`src/rtl/ysyx_23060201_pkg.sv`:
```
// Shared LSU definitions: FSM state encodings, RV32I load/store func3
// codes, the AXI OKAY response code, and a helper that flags requests
// which must complete with an error and never reach the bus.
package ysyx_23060201_pkg;

    // FSM state encodings
    localparam logic [2:0] S_IDLE    = 3'd0;
    localparam logic [2:0] S_RD_ADDR = 3'd1;
    localparam logic [2:0] S_RD_DATA = 3'd2;
    localparam logic [2:0] S_WR_REQ  = 3'd3;
    localparam logic [2:0] S_WR_RESP = 3'd4;
    localparam logic [2:0] S_FIN     = 3'd5;

    // Load func3 codes
    localparam logic [2:0] F3_LB  = 3'b000;
    localparam logic [2:0] F3_LH  = 3'b001;
    localparam logic [2:0] F3_LW  = 3'b010;
    localparam logic [2:0] F3_LBU = 3'b100;
    localparam logic [2:0] F3_LHU = 3'b101;

    // Store func3 codes
    localparam logic [2:0] F3_SB  = 3'b000;
    localparam logic [2:0] F3_SH  = 3'b001;
    localparam logic [2:0] F3_SW  = 3'b010;

    // Bus response code
    localparam logic [1:0] RESP_OKAY = 2'b00;

    // Misaligned accesses and unsupported func3 values count as bad.
    function automatic logic lsu_req_bad(input logic       wen,
                                         input logic [2:0] func3,
                                         input logic [1:0] offset);
        logic bad;
        bad = 1'b1;
        if (wen) begin
            case (func3)
                F3_SB:   bad = 1'b0;
                F3_SH:   bad = offset[0];
                F3_SW:   bad = (offset != 2'b00);
                default: bad = 1'b1;
            endcase
        end else begin
            case (func3)
                F3_LB, F3_LBU: bad = 1'b0;
                F3_LH, F3_LHU: bad = offset[0];
                F3_LW:         bad = (offset != 2'b00);
                default:       bad = 1'b1;
            endcase
        end
        return bad;
    endfunction

endpackage

```
`src/rtl/ysyx_23060201_lsu_if.sv`:
```
// LSU bus bundle: request handshake from execute plus the five AXI-lite
// style memory channels (AR, R, AW, W, B).
//   master : the LSU view (accepts requests, drives memory requests)
//   slave  : the environment view (execute stage + memory)
interface ysyx_23060201_lsu_if;
    logic        req_valid;
    logic        req_ready;
    logic        req_wen;
    logic [2:0]  req_func3;
    logic [31:0] req_addr;
    logic [31:0] req_wdata;
    logic [4:0]  req_rd;

    logic        mem_arvalid;
    logic        mem_arready;
    logic [31:0] mem_araddr;

    logic        mem_rvalid;
    logic        mem_rready;
    logic [31:0] mem_rdata;
    logic [1:0]  mem_rresp;

    logic        mem_awvalid;
    logic        mem_awready;
    logic [31:0] mem_awaddr;

    logic        mem_wvalid;
    logic        mem_wready;
    logic [31:0] mem_wdata;
    logic [3:0]  mem_wstrb;

    logic        mem_bvalid;
    logic        mem_bready;
    logic [1:0]  mem_bresp;

    modport master (
        input  req_valid, req_wen, req_func3, req_addr, req_wdata, req_rd,
        output req_ready,
        output mem_arvalid, mem_araddr,
        input  mem_arready,
        input  mem_rvalid, mem_rdata, mem_rresp,
        output mem_rready,
        output mem_awvalid, mem_awaddr,
        input  mem_awready,
        output mem_wvalid, mem_wdata, mem_wstrb,
        input  mem_wready,
        input  mem_bvalid, mem_bresp,
        output mem_bready
    );

    modport slave (
        output req_valid, req_wen, req_func3, req_addr, req_wdata, req_rd,
        input  req_ready,
        input  mem_arvalid, mem_araddr,
        output mem_arready,
        output mem_rvalid, mem_rdata, mem_rresp,
        input  mem_rready,
        input  mem_awvalid, mem_awaddr,
        output mem_awready,
        input  mem_wvalid, mem_wdata, mem_wstrb,
        output mem_wready,
        output mem_bvalid, mem_bresp,
        input  mem_bready
    );
endinterface

```
`src/rtl/ysyx_23060201_LSU_EXT.sv`:
```
// Load lane select and sign/zero extension (purely combinational).
//   data   : raw 32-bit word returned by memory
//   offset : byte offset within the word (addr[1:0])
//   func3  : load type (LB/LH/LW/LBU/LHU)
//   result : extended value for register writeback
module ysyx_23060201_LSU_EXT
    import ysyx_23060201_pkg::*;
(
    input  logic [31:0] data,
    input  logic [1:0]  offset,
    input  logic [2:0]  func3,
    output logic [31:0] result
);
    logic [31:0] shifted;

    always_comb begin
        shifted = data >> {offset, 3'b000};
        case (func3)
            F3_LB:   result = {{24{shifted[7]}}, shifted[7:0]};
            F3_LBU:  result = {24'd0, shifted[7:0]};
            F3_LH:   result = {{16{shifted[15]}}, shifted[15:0]};
            F3_LHU:  result = {16'd0, shifted[15:0]};
            F3_LW:   result = data;
            default: result = '0;
        endcase
    end
endmodule

```
`src/rtl/ysyx_23060201_lsu.sv`:
```
// Load/store unit: accepts one request at a time from execute, issues a
// single AXI-lite read or write, and reports completion with a one-cycle
// done (plus err, plus register writeback for successful loads).
//   clk, rst_n : clock, asynchronous active-low reset
//   bus        : request handshake and memory channels (master modport)
//   gpr_*      : load writeback, valid only in the FIN cycle
//   done, err  : completion pulses
module ysyx_23060201_lsu
    import ysyx_23060201_pkg::*;
(
    input  logic                     clk,
    input  logic                     rst_n,
    ysyx_23060201_lsu_if.master      bus,
    output logic                     gpr_wen,
    output logic [4:0]               gpr_waddr,
    output logic [31:0]              gpr_wdata,
    output logic                     done,
    output logic                     err
);
    logic [2:0]  state;
    logic [31:0] addr_q;
    logic [2:0]  func3_q;
    logic [31:0] wdata_q;
    logic [4:0]  rd_q;
    logic        wen_q;
    logic        err_q;
    logic [31:0] rdata_q;
    logic        aw_done;
    logic        w_done;
    logic [31:0] ext_data;

    always_ff @(posedge clk or negedge rst_n) begin
        if (!rst_n) begin
            state   <= S_IDLE;
            addr_q  <= '0;
            func3_q <= '0;
            wdata_q <= '0;
            rd_q    <= '0;
            wen_q   <= 1'b0;
            err_q   <= 1'b0;
            rdata_q <= '0;
            aw_done <= 1'b0;
            w_done  <= 1'b0;
        end else begin
            case (state)
                S_IDLE: begin
                    if (bus.req_valid) begin
                        addr_q  <= bus.req_addr;
                        func3_q <= bus.req_func3;
                        wdata_q <= bus.req_wdata;
                        rd_q    <= bus.req_rd;
                        wen_q   <= bus.req_wen;
                        aw_done <= 1'b0;
                        w_done  <= 1'b0;
                        err_q   <= lsu_req_bad(bus.req_wen, bus.req_func3, bus.req_addr[1:0]);
                        if (lsu_req_bad(bus.req_wen, bus.req_func3, bus.req_addr[1:0]))
                            state <= S_FIN;
                        else if (bus.req_wen)
                            state <= S_WR_REQ;
                        else
                            state <= S_RD_ADDR;
                    end
                end
                S_RD_ADDR: begin
                    if (bus.mem_arready)
                        state <= S_RD_DATA;
                end
                S_RD_DATA: begin
                    if (bus.mem_rvalid) begin
                        rdata_q <= bus.mem_rdata;
                        err_q   <= (bus.mem_rresp != RESP_OKAY);
                        state   <= S_FIN;
                    end
                end
                S_WR_REQ: begin
                    // Each channel retires on its own handshake; leave once
                    // both have, counting handshakes landing this cycle.
                    if (bus.mem_awready) aw_done <= 1'b1;
                    if (bus.mem_wready)  w_done  <= 1'b1;
                    if ((aw_done || bus.mem_awready) && (w_done || bus.mem_wready))
                        state <= S_WR_RESP;
                end
                S_WR_RESP: begin
                    if (bus.mem_bvalid) begin
                        err_q <= (bus.mem_bresp != RESP_OKAY);
                        state <= S_FIN;
                    end
                end
                S_FIN:   state <= S_IDLE;
                default: state <= S_IDLE;
            endcase
        end
    end

    ysyx_23060201_LSU_EXT u_ext (
        .data   (rdata_q),
        .offset (addr_q[1:0]),
        .func3  (func3_q),
        .result (ext_data)
    );

    // All valids decode from registered state only.
    assign bus.req_ready   = (state == S_IDLE);
    assign bus.mem_arvalid = (state == S_RD_ADDR);
    assign bus.mem_araddr  = {addr_q[31:2], 2'b00};
    assign bus.mem_rready  = (state == S_RD_DATA);
    assign bus.mem_awvalid = (state == S_WR_REQ) && !aw_done;
    assign bus.mem_awaddr  = {addr_q[31:2], 2'b00};
    assign bus.mem_wvalid  = (state == S_WR_REQ) && !w_done;
    assign bus.mem_bready  = (state == S_WR_RESP);

    always_comb begin
        case (func3_q)
            F3_SB:   bus.mem_wdata = {4{wdata_q[7:0]}};
            F3_SH:   bus.mem_wdata = {2{wdata_q[15:0]}};
            default: bus.mem_wdata = wdata_q;
        endcase
        bus.mem_wstrb = 4'b0000;
        if (state == S_WR_REQ) begin
            case (func3_q)
                F3_SB:   bus.mem_wstrb = 4'b0001 << addr_q[1:0];
                F3_SH:   bus.mem_wstrb = 4'b0011 << addr_q[1:0];
                default: bus.mem_wstrb = 4'b1111;
            endcase
        end
    end

    assign done      = (state == S_FIN);
    assign err       = (state == S_FIN) && err_q;
    assign gpr_wen   = (state == S_FIN) && !wen_q && !err_q && (rd_q != 5'd0);
    assign gpr_waddr = rd_q;
    assign gpr_wdata = ext_data;
endmodule
```
`src/flat_wrapper.sv`:
```
// flat-port wrapper written by rule: the top's interface ports become plain ports
module ysyx_23060201_lsu_flat import ysyx_23060201_pkg::*;
  (clk, rst_n, gpr_wen, gpr_waddr, gpr_wdata, done, err, bus_req_valid, bus_req_wen, bus_req_func3, bus_req_addr, bus_req_wdata, bus_req_rd, bus_req_ready, bus_mem_arvalid, bus_mem_araddr, bus_mem_arready, bus_mem_rvalid, bus_mem_rdata, bus_mem_rresp, bus_mem_rready, bus_mem_awvalid, bus_mem_awaddr, bus_mem_awready, bus_mem_wvalid, bus_mem_wdata, bus_mem_wstrb, bus_mem_wready, bus_mem_bvalid, bus_mem_bresp, bus_mem_bready);
  ysyx_23060201_lsu_if bus_i ();
  input  logic clk;
  input  logic rst_n;
  output logic gpr_wen;
  output logic [4:0] gpr_waddr;
  output logic [31:0] gpr_wdata;
  output logic done;
  output logic err;
  input wire logic [$bits(bus_i.req_valid)-1:0] bus_req_valid;
  input wire logic [$bits(bus_i.req_wen)-1:0] bus_req_wen;
  input wire logic [$bits(bus_i.req_func3)-1:0] bus_req_func3;
  input wire logic [$bits(bus_i.req_addr)-1:0] bus_req_addr;
  input wire logic [$bits(bus_i.req_wdata)-1:0] bus_req_wdata;
  input wire logic [$bits(bus_i.req_rd)-1:0] bus_req_rd;
  output wire logic [$bits(bus_i.req_ready)-1:0] bus_req_ready;
  output wire logic [$bits(bus_i.mem_arvalid)-1:0] bus_mem_arvalid;
  output wire logic [$bits(bus_i.mem_araddr)-1:0] bus_mem_araddr;
  input wire logic [$bits(bus_i.mem_arready)-1:0] bus_mem_arready;
  input wire logic [$bits(bus_i.mem_rvalid)-1:0] bus_mem_rvalid;
  input wire logic [$bits(bus_i.mem_rdata)-1:0] bus_mem_rdata;
  input wire logic [$bits(bus_i.mem_rresp)-1:0] bus_mem_rresp;
  output wire logic [$bits(bus_i.mem_rready)-1:0] bus_mem_rready;
  output wire logic [$bits(bus_i.mem_awvalid)-1:0] bus_mem_awvalid;
  output wire logic [$bits(bus_i.mem_awaddr)-1:0] bus_mem_awaddr;
  input wire logic [$bits(bus_i.mem_awready)-1:0] bus_mem_awready;
  output wire logic [$bits(bus_i.mem_wvalid)-1:0] bus_mem_wvalid;
  output wire logic [$bits(bus_i.mem_wdata)-1:0] bus_mem_wdata;
  output wire logic [$bits(bus_i.mem_wstrb)-1:0] bus_mem_wstrb;
  input wire logic [$bits(bus_i.mem_wready)-1:0] bus_mem_wready;
  input wire logic [$bits(bus_i.mem_bvalid)-1:0] bus_mem_bvalid;
  input wire logic [$bits(bus_i.mem_bresp)-1:0] bus_mem_bresp;
  output wire logic [$bits(bus_i.mem_bready)-1:0] bus_mem_bready;
  assign bus_i.req_valid = bus_req_valid;
  assign bus_i.req_wen = bus_req_wen;
  assign bus_i.req_func3 = bus_req_func3;
  assign bus_i.req_addr = bus_req_addr;
  assign bus_i.req_wdata = bus_req_wdata;
  assign bus_i.req_rd = bus_req_rd;
  assign bus_req_ready = bus_i.req_ready;
  assign bus_mem_arvalid = bus_i.mem_arvalid;
  assign bus_mem_araddr = bus_i.mem_araddr;
  assign bus_i.mem_arready = bus_mem_arready;
  assign bus_i.mem_rvalid = bus_mem_rvalid;
  assign bus_i.mem_rdata = bus_mem_rdata;
  assign bus_i.mem_rresp = bus_mem_rresp;
  assign bus_mem_rready = bus_i.mem_rready;
  assign bus_mem_awvalid = bus_i.mem_awvalid;
  assign bus_mem_awaddr = bus_i.mem_awaddr;
  assign bus_i.mem_awready = bus_mem_awready;
  assign bus_mem_wvalid = bus_i.mem_wvalid;
  assign bus_mem_wdata = bus_i.mem_wdata;
  assign bus_mem_wstrb = bus_i.mem_wstrb;
  assign bus_i.mem_wready = bus_mem_wready;
  assign bus_i.mem_bvalid = bus_mem_bvalid;
  assign bus_i.mem_bresp = bus_mem_bresp;
  assign bus_mem_bready = bus_i.mem_bready;
  ysyx_23060201_lsu u_core (.clk(clk), .rst_n(rst_n), .bus(bus_i), .gpr_wen(gpr_wen), .gpr_waddr(gpr_waddr), .gpr_wdata(gpr_wdata), .done(done), .err(err));
endmodule
```
`config.mk`:
```
export PLATFORM = sky130hd
export DESIGN_NAME = ysyx_23060201_lsu_flat
export DESIGN_NICKNAME = d
export VERILOG_FILES = /design/src/rtl/ysyx_23060201_pkg.sv /design/src/rtl/ysyx_23060201_lsu_if.sv /design/src/rtl/ysyx_23060201_LSU_EXT.sv /design/src/rtl/ysyx_23060201_lsu.sv /design/src/flat_wrapper.sv
export SDC_FILE = /design/constraint.sdc
export NUM_CORES = 1
export LEC_CHECK = 0
export BUFFER_PORTS_ARGS = -buffer_cell sky130_fd_sc_hd__buf_2
export CAP_MARGIN = 15
export CORE_MARGIN = 1
export CORE_UTILIZATION = 41
export CTS_CLUSTER_SIZE = 40
export DETAILED_ROUTE_END_ITERATION = 16
export PLACE_DENSITY = 0.79
export RECOVER_POWER = 25
export SETUP_SLACK_MARGIN = 0.1
export SLEW_MARGIN = 15
export SYNTH_ARGS = -nofsm -noshare
export SYNTH_HDL_FRONTEND = slang
export SYNTH_SLANG_ARGS = --single-unit
```
`constraint.sdc`:
```
create_clock -name clk -period 2.4 [get_ports clk]
set_input_delay 0.12 -clock clk [delete_from_list [all_inputs] [get_ports clk]]
set_output_delay 0.12 -clock clk [all_outputs]
set_load 0.005 [all_outputs]
```
== Word-level counts from Yosys, hierarchy flattened ==
Cells that the tools add are included.

* Muxes and demuxes: 25
* Eq/ne operators: 20
* Reductions and logical operators: 30
* Shift-type cells: 3

{| class="wikitable"
|+ Operators with widths
! operator !! number
|-
| $pmux W32 S5 || 1
|-
| $pmux W32 S2 || 1
|-
| $shr A32 B5 Y16 || 1
|-
| $eq A3 B3 Y1 const B || 6
|-
| $mux W3 || 6
|-
| $pmux W3 S5 || 1
|-
| $eq A3 B2 Y1 const B || 4
|-
| $ne A2 B2 Y1 const B || 5
|-
| $eq A3 B1 Y1 const B || 3
|-
| $logic_not A3 Y1 || 3
|-
| $pmux W1 S3 || 3
|-
| $mux W1 || 8
|-
| $pmux W4 S2 || 1
|-
| $reduce_bool A2 Y1 || 4
|-
| $logic_and A1 B1 Y1 || 7
|-
| $reduce_and A3 Y1 || 2
|-
| $reduce_and A5 Y1 || 1
|-
| $reduce_bool A5 Y1 || 1
|-
| $logic_not A1 Y1 || 4
|-
| $mux W4 || 1
|-
| $ne A2 B1 Y1 const B || 2
|-
| $pmux W1 S2 || 2
|-
| $reduce_and A2 Y1 || 2
|-
| $reduce_and A4 Y1 || 1
|-
| 6 further kinds || 8
|}

* Register bits after elaboration: 111
* Output and inout bits: 146
* Logic and storage cells: 88

== Depth between registers and ports, before layout ==
Gate-level depths: netlist of run 1.

* Word-level depth: 9
* Mapped depth: 6
* Depth with buffers taken out: 4

== Hierarchy ==
Synthesis of run 1 repeated with hierarchy kept, for this count alone.

* Cells, all modules: 693
* Area, all modules: 6381.1 um2

{| class="wikitable"
|+ By module, submodules not included
! module !! cells each !! area an instance (um2) !! times used
|-
| ysyx_23060201_lsu || 565 || 5556.6 || 1
|-
| ysyx_23060201_LSU_EXT || 128 || 824.5 || 1
|}

== Worst setup path after synthesis of run 1 ==
OpenSTA, ideal clock, no wires.

* Path kind: reg-to-reg
* Start point: register u_core.state[2]
* End point: register u_core.addr_q[0]
* Stages on the path, launching flop included: 7
* Data required time: 2.275 ns
* Setup slack: 0.687 ns
* Data arrival time: 1.588 ns
* Cell sequence: dfrtp_1 -> buf_2 -> nor3_1 -> and2_1 -> buf_4 -> buf_4 -> mux2_2

* Word-level cells in the longest chain between the ends: 2

{| class="wikitable"
|+ Ends and longest elaborated chain
! item !! line !! RTL
|-
| from (decl) || ysyx_23060201_lsu.sv:20 || <nowiki>logic [2:0] state;</nowiki>
|-
| from (signal assigned) || ysyx_23060201_lsu.sv:34 || <nowiki>state <= S_IDLE;</nowiki>
|-
| from (signal assigned) || ysyx_23060201_lsu.sv:57 || <nowiki>state <= S_FIN;</nowiki>
|-
| from (signal assigned) || ysyx_23060201_lsu.sv:59 || <nowiki>state <= S_WR_REQ;</nowiki>
|-
| $logic_not A3 Y1 || -- ||
|-
| via bus_req_ready || flat_wrapper.sv:18 || <nowiki>output wire logic [$bits(bus_i.req_ready)-1:0] bus_req_ready;</nowiki>
|-
| $reduce_and A2 Y1 (no source line) || -- ||
|-
| to (signal assigned) || ysyx_23060201_lsu.sv:48 || <nowiki>addr_q <= bus.req_addr;</nowiki>
|-
| to (decl) || ysyx_23060201_lsu.sv:21 || <nowiki>logic [31:0] addr_q;</nowiki>
|}

The timed path passes the listed nets, and every way through them passes these cells.
A chain may end at the register's enable or synchronous reset.

== Worst setup path after layout of run 1 ==
* Start point: register u_core.addr_q[1]
* End point: output port gpr_wdata[10]

* Word-level cells in the longest chain between the ends: 2

{| class="wikitable"
|+ Ends and longest elaborated chain
! item !! line !! RTL
|-
| $shr A32 B5 Y16 || ysyx_23060201_LSU_EXT.sv:17 || <nowiki>shifted = data >> {offset, 3'b000};</nowiki>
|-
| $pmux W32 S5 || ysyx_23060201_LSU_EXT.sv:18 || <nowiki>case (func3)</nowiki>
|-
| to (decl) || flat_wrapper.sv:9 || <nowiki>output logic [31:0] gpr_wdata;</nowiki>
|}

Every way passes these cells.

==> impl_metrics.csv, run 1 <==
group,metric,value,unit
pwr,clock_power_share,13.2,%
timing,hold_ws,0.0210,ns
floorplan,die_y,123,um
yosys,synth-main-ff-cell,"dfrtp_1",
timing,fin_tns_setup,0,ns
pwr,p_switching,3940,uW
pwr,p_seq_share,36.0,%
worst_setup_path,startpoint_type,"flip-flop",
worst_hold_path,hp-class,"input port to flip-flop",
timing,min_period,2.16,ns
placement,dpl-instance-area,6980,um2
clock_tree,clock-root-buffer,"clkbuf_16",
route,drt_iter0_markers,172,
route,wl_met2,8520,um
route,routed_wl,16500,um
yosys,syn_avg_cell_area,11.9,um2
worst_setup_path,cp.arrival,2.04,ns
worst_setup_path,crit_fanout,10,
worst_setup_path,critPathLaunch,"u_core.addr_q[1]",
grt,grt_max_degree,43,
yosys,yosysMostFrequentCell,"mux2_2",
clock_tree,numCtsBuffers,9,
clock_tree,cts_buffer_depth,2,
floorplan,core,14100,um2
yosys,yosysWarnings,0,
pwr,p_comb_share,50.8,%
worst_setup_path,crit_buf_inv,2,
clock_tree,clk_pin_slew,0.07,ns
timing,drv_slew,0,
worst_hold_path,holdCritStartpoint,"bus_mem_rdata[24]",
yosys,seq_area_frac_synth,46.2,%
pwr,leakage,0.00400,uW
flow_run,maxCapViolations,0,
grt,grt_overflow,0,
timing,worst_slew_pin_slew,0.940,ns
yosys,ys_types,45,
worst_setup_path,timing.rr.start,"u_core.state[0]",
route,top_layer,"met4",
placement,port_buffers,258,
timing,fmax,463,MHz
worst_setup_path,slowest_delay,0.46,ns
worst_setup_path,crit_end,"gpr_wdata[10]",
route,route.detailed.drc,0,
yosys,synth_top_area_share,46.2,%
yosys,synth_area,6010,um2
floorplan,rows,43,
worst_setup_path,setup.worst_path.end_class,"primary output",
clock_tree,clk_latency,0.36,ns
timing,hold_viol,0,
grt,antenna_found_initial,0,
grt,grt_pass1_wl,25300,um
yosys,syn_inst,507,
floorplan,pin_count,263,
pwr,power.share.switching,37.5,%
timing,setup_violations,0,
route,vias,4847,
worst_setup_path,r2r_end,"u_core.addr_q[7]",
final_layout,final_nets,901,
yosys,ys_ff_latch,111,
worst_setup_path,ff2ff_setup_slack,0.56,ns
final_layout,design_area,8170,um2
route,drt_pass1_iterations,5,
clock_tree,cts_tree,"done",
worst_setup_path,crit_required,2.28,ns
yosys,yosys.area.top_type,"dfrtp_1",
timing,period_share,89.9,%
final_layout,area_delta_synth_final,36.0,%
route,wl_per_cell,17.0,um
worst_setup_path,crit_family,"flip-flops",
placement,dp_hpwl,10900,um
timing,slew_headroom,37.3,%
grt,grt_pass1_vias,4940,
pwr,power_density,1280,nW/um2
pwr,power.total,10500,uW
route,drt-met1-wl,6430,um
route,routed_via_density,5.00,
placement,gp_congestion,0.801,
worst_setup_path,crit_chain,"buf_4 -> or2_2 -> o21bai_2 -> nand2_1 -> o211ai_1 -> buf_2",
yosys,ys_top_cells_by_area,"dfrtp_1, mux2_2, buf_4",
yosys,async_reset_ff_share,100,%
route,route.met3.wl,1210,um
clock_tree,clock_sink_count,111,
final_layout,drive_gt1_share,54.8,%
floorplan,die_w,123,um
status,outcome,"finished, final reports clean",
pwr,p_int,6560,uW
route,final_antenna_net_count,0,
pwr,ir_worst_vdd,0.735,mV
clock_tree,cts_max_level,3,
floorplan,start_util,42.6,%
grt,grt_usage,22.1,%
worst_setup_path,rr_worst_depth,4,
timing,finalClockSkew,0.0125,ns
worst_setup_path,path_class,"flip-flop to primary output",
timing,rsz0062_at_grt,"false",
floorplan,die_area,15100,um2
yosys,synth_edf_count,0,
worst_setup_path,cp.depth,6,
worst_setup_path,cp_slowest_cell,"dfrtp_1",
yosys,netlist_top_cells_count,"mux2_2, dfrtp_1, buf_4, nand2_1, nor2_1",
-- what timing repair did --
item / in CTS / in global routing
setup endpoints to repair: 8 / 23
hold endpoints to repair: 127 / 0
resized for setup: 3 / 4
hold buffers: 93 / 0
buffers inserted: 0 / 0
-- per-stage QoR --
stage                     utilization, %  setup slack, ns  std cells
after detailed placement            49.5            0.462        860
after global routing                58.0            0.107        968
final                               58.0            0.241        969
after floorplan                        -            0.687        510
after CTS                           58.1            0.163        968
after global placement              49.5            0.450        860
-- cells in the final DEF (no fill, tap or decap), types with 5 or more instances in the layout --
master and count:
mux2i_1 13, nor2_1 16, nand2_1 17, dfrtp_1 110, a21oi_1 14, a21o_2 5
buf_2 256, dlygate4sd3_1 93, mux2_2 129, clkbuf_16 9, o211ai_1 7, inv_1 8
a22oi_1 16, o21ai_0 11, buf_4 10, a21o_1 11
-- power by group through the flow --
stage          combinational [uW]  sequential, uW  clock, uW
2_1_floorplan                4100            3360          0
3_3_place_gp                 5060            3720          0
3_5_place_dp                 5140            3770          0
4_1_cts                      5310            3750       1440
5_1_grt                      5870            3930       1510
6_report                     5340            3780       1380
-- cells by family after synthesis --
family | synth area share, %
mux | 26.9
flops | 46.2
buf+inv | 12.4
compound gates | 8.85
simple gates | 5.54
other cells | 0.0624
-- routing by layer --
metal	up-vias	global-route usage, %
met3	29	6.83
met1	2306	24.7
met5	-	0
met2	238	39.4
met4	0	8.13
li1	2274	-
-- sequential cells by signal, indices dropped and copies added, names as in the netlist --
name,count
u_core.aw_done,1
u_core.func3_q,3
u_core.err_q,1
u_core.w_done,1
u_core.rdata_q,32
u_core.gpr_waddr,5
u_core.addr_q,32
u_core.wen_q,1
u_core.state,3
u_core.wdata_q,32
-- layout make-up --
class	instances	area [um2]
Inverter	8	30.0
Antenna cell	1	2.50
Clock inverter	4	22.5
Timing Repair Buffer	366	2360
Multi-Input combinational cell	288	2510
Fill cell	1128	5920
Clock buffer	11	243
Sequential cell	111	2780
Tap cell	180	225
-- worst min path at each step --
stage                     cells after the start  slack, ns                 end
after detailed placement                      1       0.13  u_core.wdata_q[16]
after floorplan                               0      -0.18    u_core.addr_q[0]
after CTS                                     2      0.003  u_core.rdata_q[24]
after global placement                        1       0.13  u_core.wdata_q[16]
final                                         2       0.02  u_core.rdata_q[24]
after global routing                          2      0.004  u_core.rdata_q[24]
No activity file was read; power rests on OpenSTA's default activity.
==> inputs of run 2 (changes only) <==
Settings changed: PLACE_DENSITY 0.79 to 0.71.
==> impl_metrics.csv, run 2 (same netlist as run 1, synthesis figures left out) <==
group,metric,value,unit
timing,worst_slew_pin_slew,1.31,ns
worst_setup_path,crit_buf_inv,2,
final_layout,multi_input_area,2530,um2
placement,gp_congestion,0.903,
route,route.detailed.drc,0,
pwr,ir_worst_vdd,0.651,mV
grt,grt_usage,20.9,%
worst_setup_path,setup.worst_path.end_class,"primary output",
grt,grt_pass1_wl,24400,um
final_layout,instances_no_fill,957,
worst_hold_path,min_to,"u_core.addr_q[4]",
final_layout,largestRegisters,"u_core.addr_q: 32 flops, u_core.rdata_q: 32 flops, u_core.wdata_q: 32 flops",
worst_setup_path,crit_chain,"mux2i_1 -> mux4_2 -> nor3_4 -> buf_4 -> a21o_1 -> buf_2",
status,outcome,"finished, final reports clean",
final_layout,area_delta_synth_final,35.5,%
clock_tree,cts_max_level,3,
pwr,power.total,10700,uW
placement,dp_cells,859,
placement,port_buffers,258,
grt,grt_pass1_vias,4975,
route,drt_iter0_markers,181,
clock_tree,cts_buffer_depth,2,
clock_tree,clock-root-buffer,"clkbuf_16",
final_layout,diodes,0,
grt,antenna_found_initial,0,
route,final_antenna_net_count,0,
timing,finalClockSkew,0.00964,ns
route,routed_via_density,5.05,
route,routed_wl,15800,um
floorplan,die_y,123,um
clock_tree,numCtsBuffers,9,
worst_hold_path,holdCritStartpoint,"bus_req_addr[4]",
worst_hold_path,hp-class,"input port to flip-flop",
worst_setup_path,ff2ff_setup_slack,0.51,ns
grt,grt_overflow,0,
worst_setup_path,crit_fanout,16,
worst_setup_path,slowest_delay,0.51,ns
floorplan,die_w,123,um
clock_tree,clk_pin_slew,0.07,ns
pwr,power_density,1320,nW/um2
worst_setup_path,path_class,"flip-flop to primary output",
final_layout,drive_gt1_share,53.9,%
worst_setup_path,rr_worst_depth,4,
worst_setup_path,timing.rr.start,"u_core.state[1]",
worst_setup_path,startpoint_type,"flip-flop",
worst_setup_path,crit_required,2.28,ns
final_layout,final_nets,890,
final_layout,final_cell_mix,"buf_2, mux2_2, dfrtp_1",
worst_hold_path,whs_path_depth,2,
timing,rsz0062_at_grt,"false",
floorplan,start_util,42.6,%
floorplan,core,14100,um2
timing,fin_tns_setup,0,ns
worst_setup_path,crit_family,"multiplexers",
route,wl_per_cell,16.5,um
floorplan,rows,43,
final_layout,fillers,1146,
timing,fmax,452,MHz
route,vias,4832,
timing,min_period,2.21,ns
clock_tree,clk_latency,0.35,ns
timing,drv_slew,0,
placement,dp_hpwl,10900,um
timing,period_share,92.1,%
pwr,leakage,0.00395,uW
worst_setup_path,r2r_end,"u_core.rdata_q[27]",
clock_tree,cts_tree,"done",
timing,hold_viol,0,
final_layout,regArea,2780,um2
timing,setup_violations,0,
flow_run,maxCapViolations,0,
route,drt_pass1_iterations,5,
timing,slew_headroom,12.4,%
grt,grt_max_degree,51,
worst_setup_path,cp_slowest_cell,"mux4_2",
clock_tree,clock_sink_count,111,
floorplan,die_area,15100,um2
final_layout,final_common_cell,"buf_2",
worst_setup_path,cp.arrival,2.09,ns
floorplan,pin_count,263,
run 2: cell types whose count changed in the layout (fill, tap and decap cells not counted), sizes merged:
cell,previous run,this run
diode,1,0
dlygate4sd3,93,83
clkinv,3,0
clkinvlp,1,3
clkbuf,15,26
bufinv,0,2
buf,269,256
run 2: layout make-up:
| cell class | count | area share (%) |
|---|---|---|
| Tap cell | 180 | 2.77 |
| Sequential cell | 111 | 34.1 |
| Clock buffer | 10 | 2.94 |
| Inverter | 8 | 0.369 |
| Clock inverter | 5 | 1.01 |
| Multi-Input combinational cell | 288 | 31.0 |
| Timing Repair Buffer | 355 | 27.7 |
run 2: what timing repair did:
action                                 in CTS  in global routing
setup endpoints to repair                  19                 28
resized for setup                           2                  6
endpoints found under the hold margin     126                  4
pin swaps                                   0                  0
setup buffers                               0                  0
hold buffers                               79                  4
gates cloned                                0                  0
run 2: worst max path at each step:
stage	startpoint	slack, ns	depth (start not counted)	to
after global routing	u_core.addr_q[0]	0.11	6	gpr_wdata[16]
after global placement	u_core.state[1]	0.52	4	u_core.rdata_q[19]
after CTS	u_core.addr_q[0]	0.11	5	bus_mem_wstrb[2]
after detailed placement	u_core.addr_q[1]	0.45	5	gpr_wdata[17]
after floorplan	u_core.state[2]	0.69	6	u_core.addr_q[0]
final	u_core.addr_q[0]	0.19	6	gpr_wdata[18]
run 2: worst register-to-register path, stage by stage, from the launching register on:
cell and delay (ns):
dfrtp_1 0.52, nor3b_2 0.29, and2_1 0.19, buf_4 0.37
mux2_2 0.41
run 2: metrics by stage:
step | hold slack (ns) | instance area (um2) | setup WS [ns] | utilization (%)
6_report | 0.0120 | 8140 | 0.189 | 57.8
5_1_grt | 0.00182 | 8140 | 0.109 | 57.8
4_1_cts | 0.000131 | 8100 | 0.112 | 57.5
3_5_place_dp | 0.209 | 6980 | 0.447 | 49.5
3_3_place_gp | 0.194 | 6980 | 0.524 | 49.5
2_1_floorplan | -0.176 | 6020 | 0.687 | -
run 2: report_power, final:
group	internal, uW	switching [uW]
Clock	938	689
Combinational	3000	2320
Sequential	2830	958
Total	6770	3970
run 2: layer usage:
metal	routed length, um	up-vias	GRT usage [%]
met3	1050	26	5.58
met2	8030	204	37.1
met5	0	-	0
met1	6470	2348	24.3
li1	-	2254	-
met4	249	0	7.23
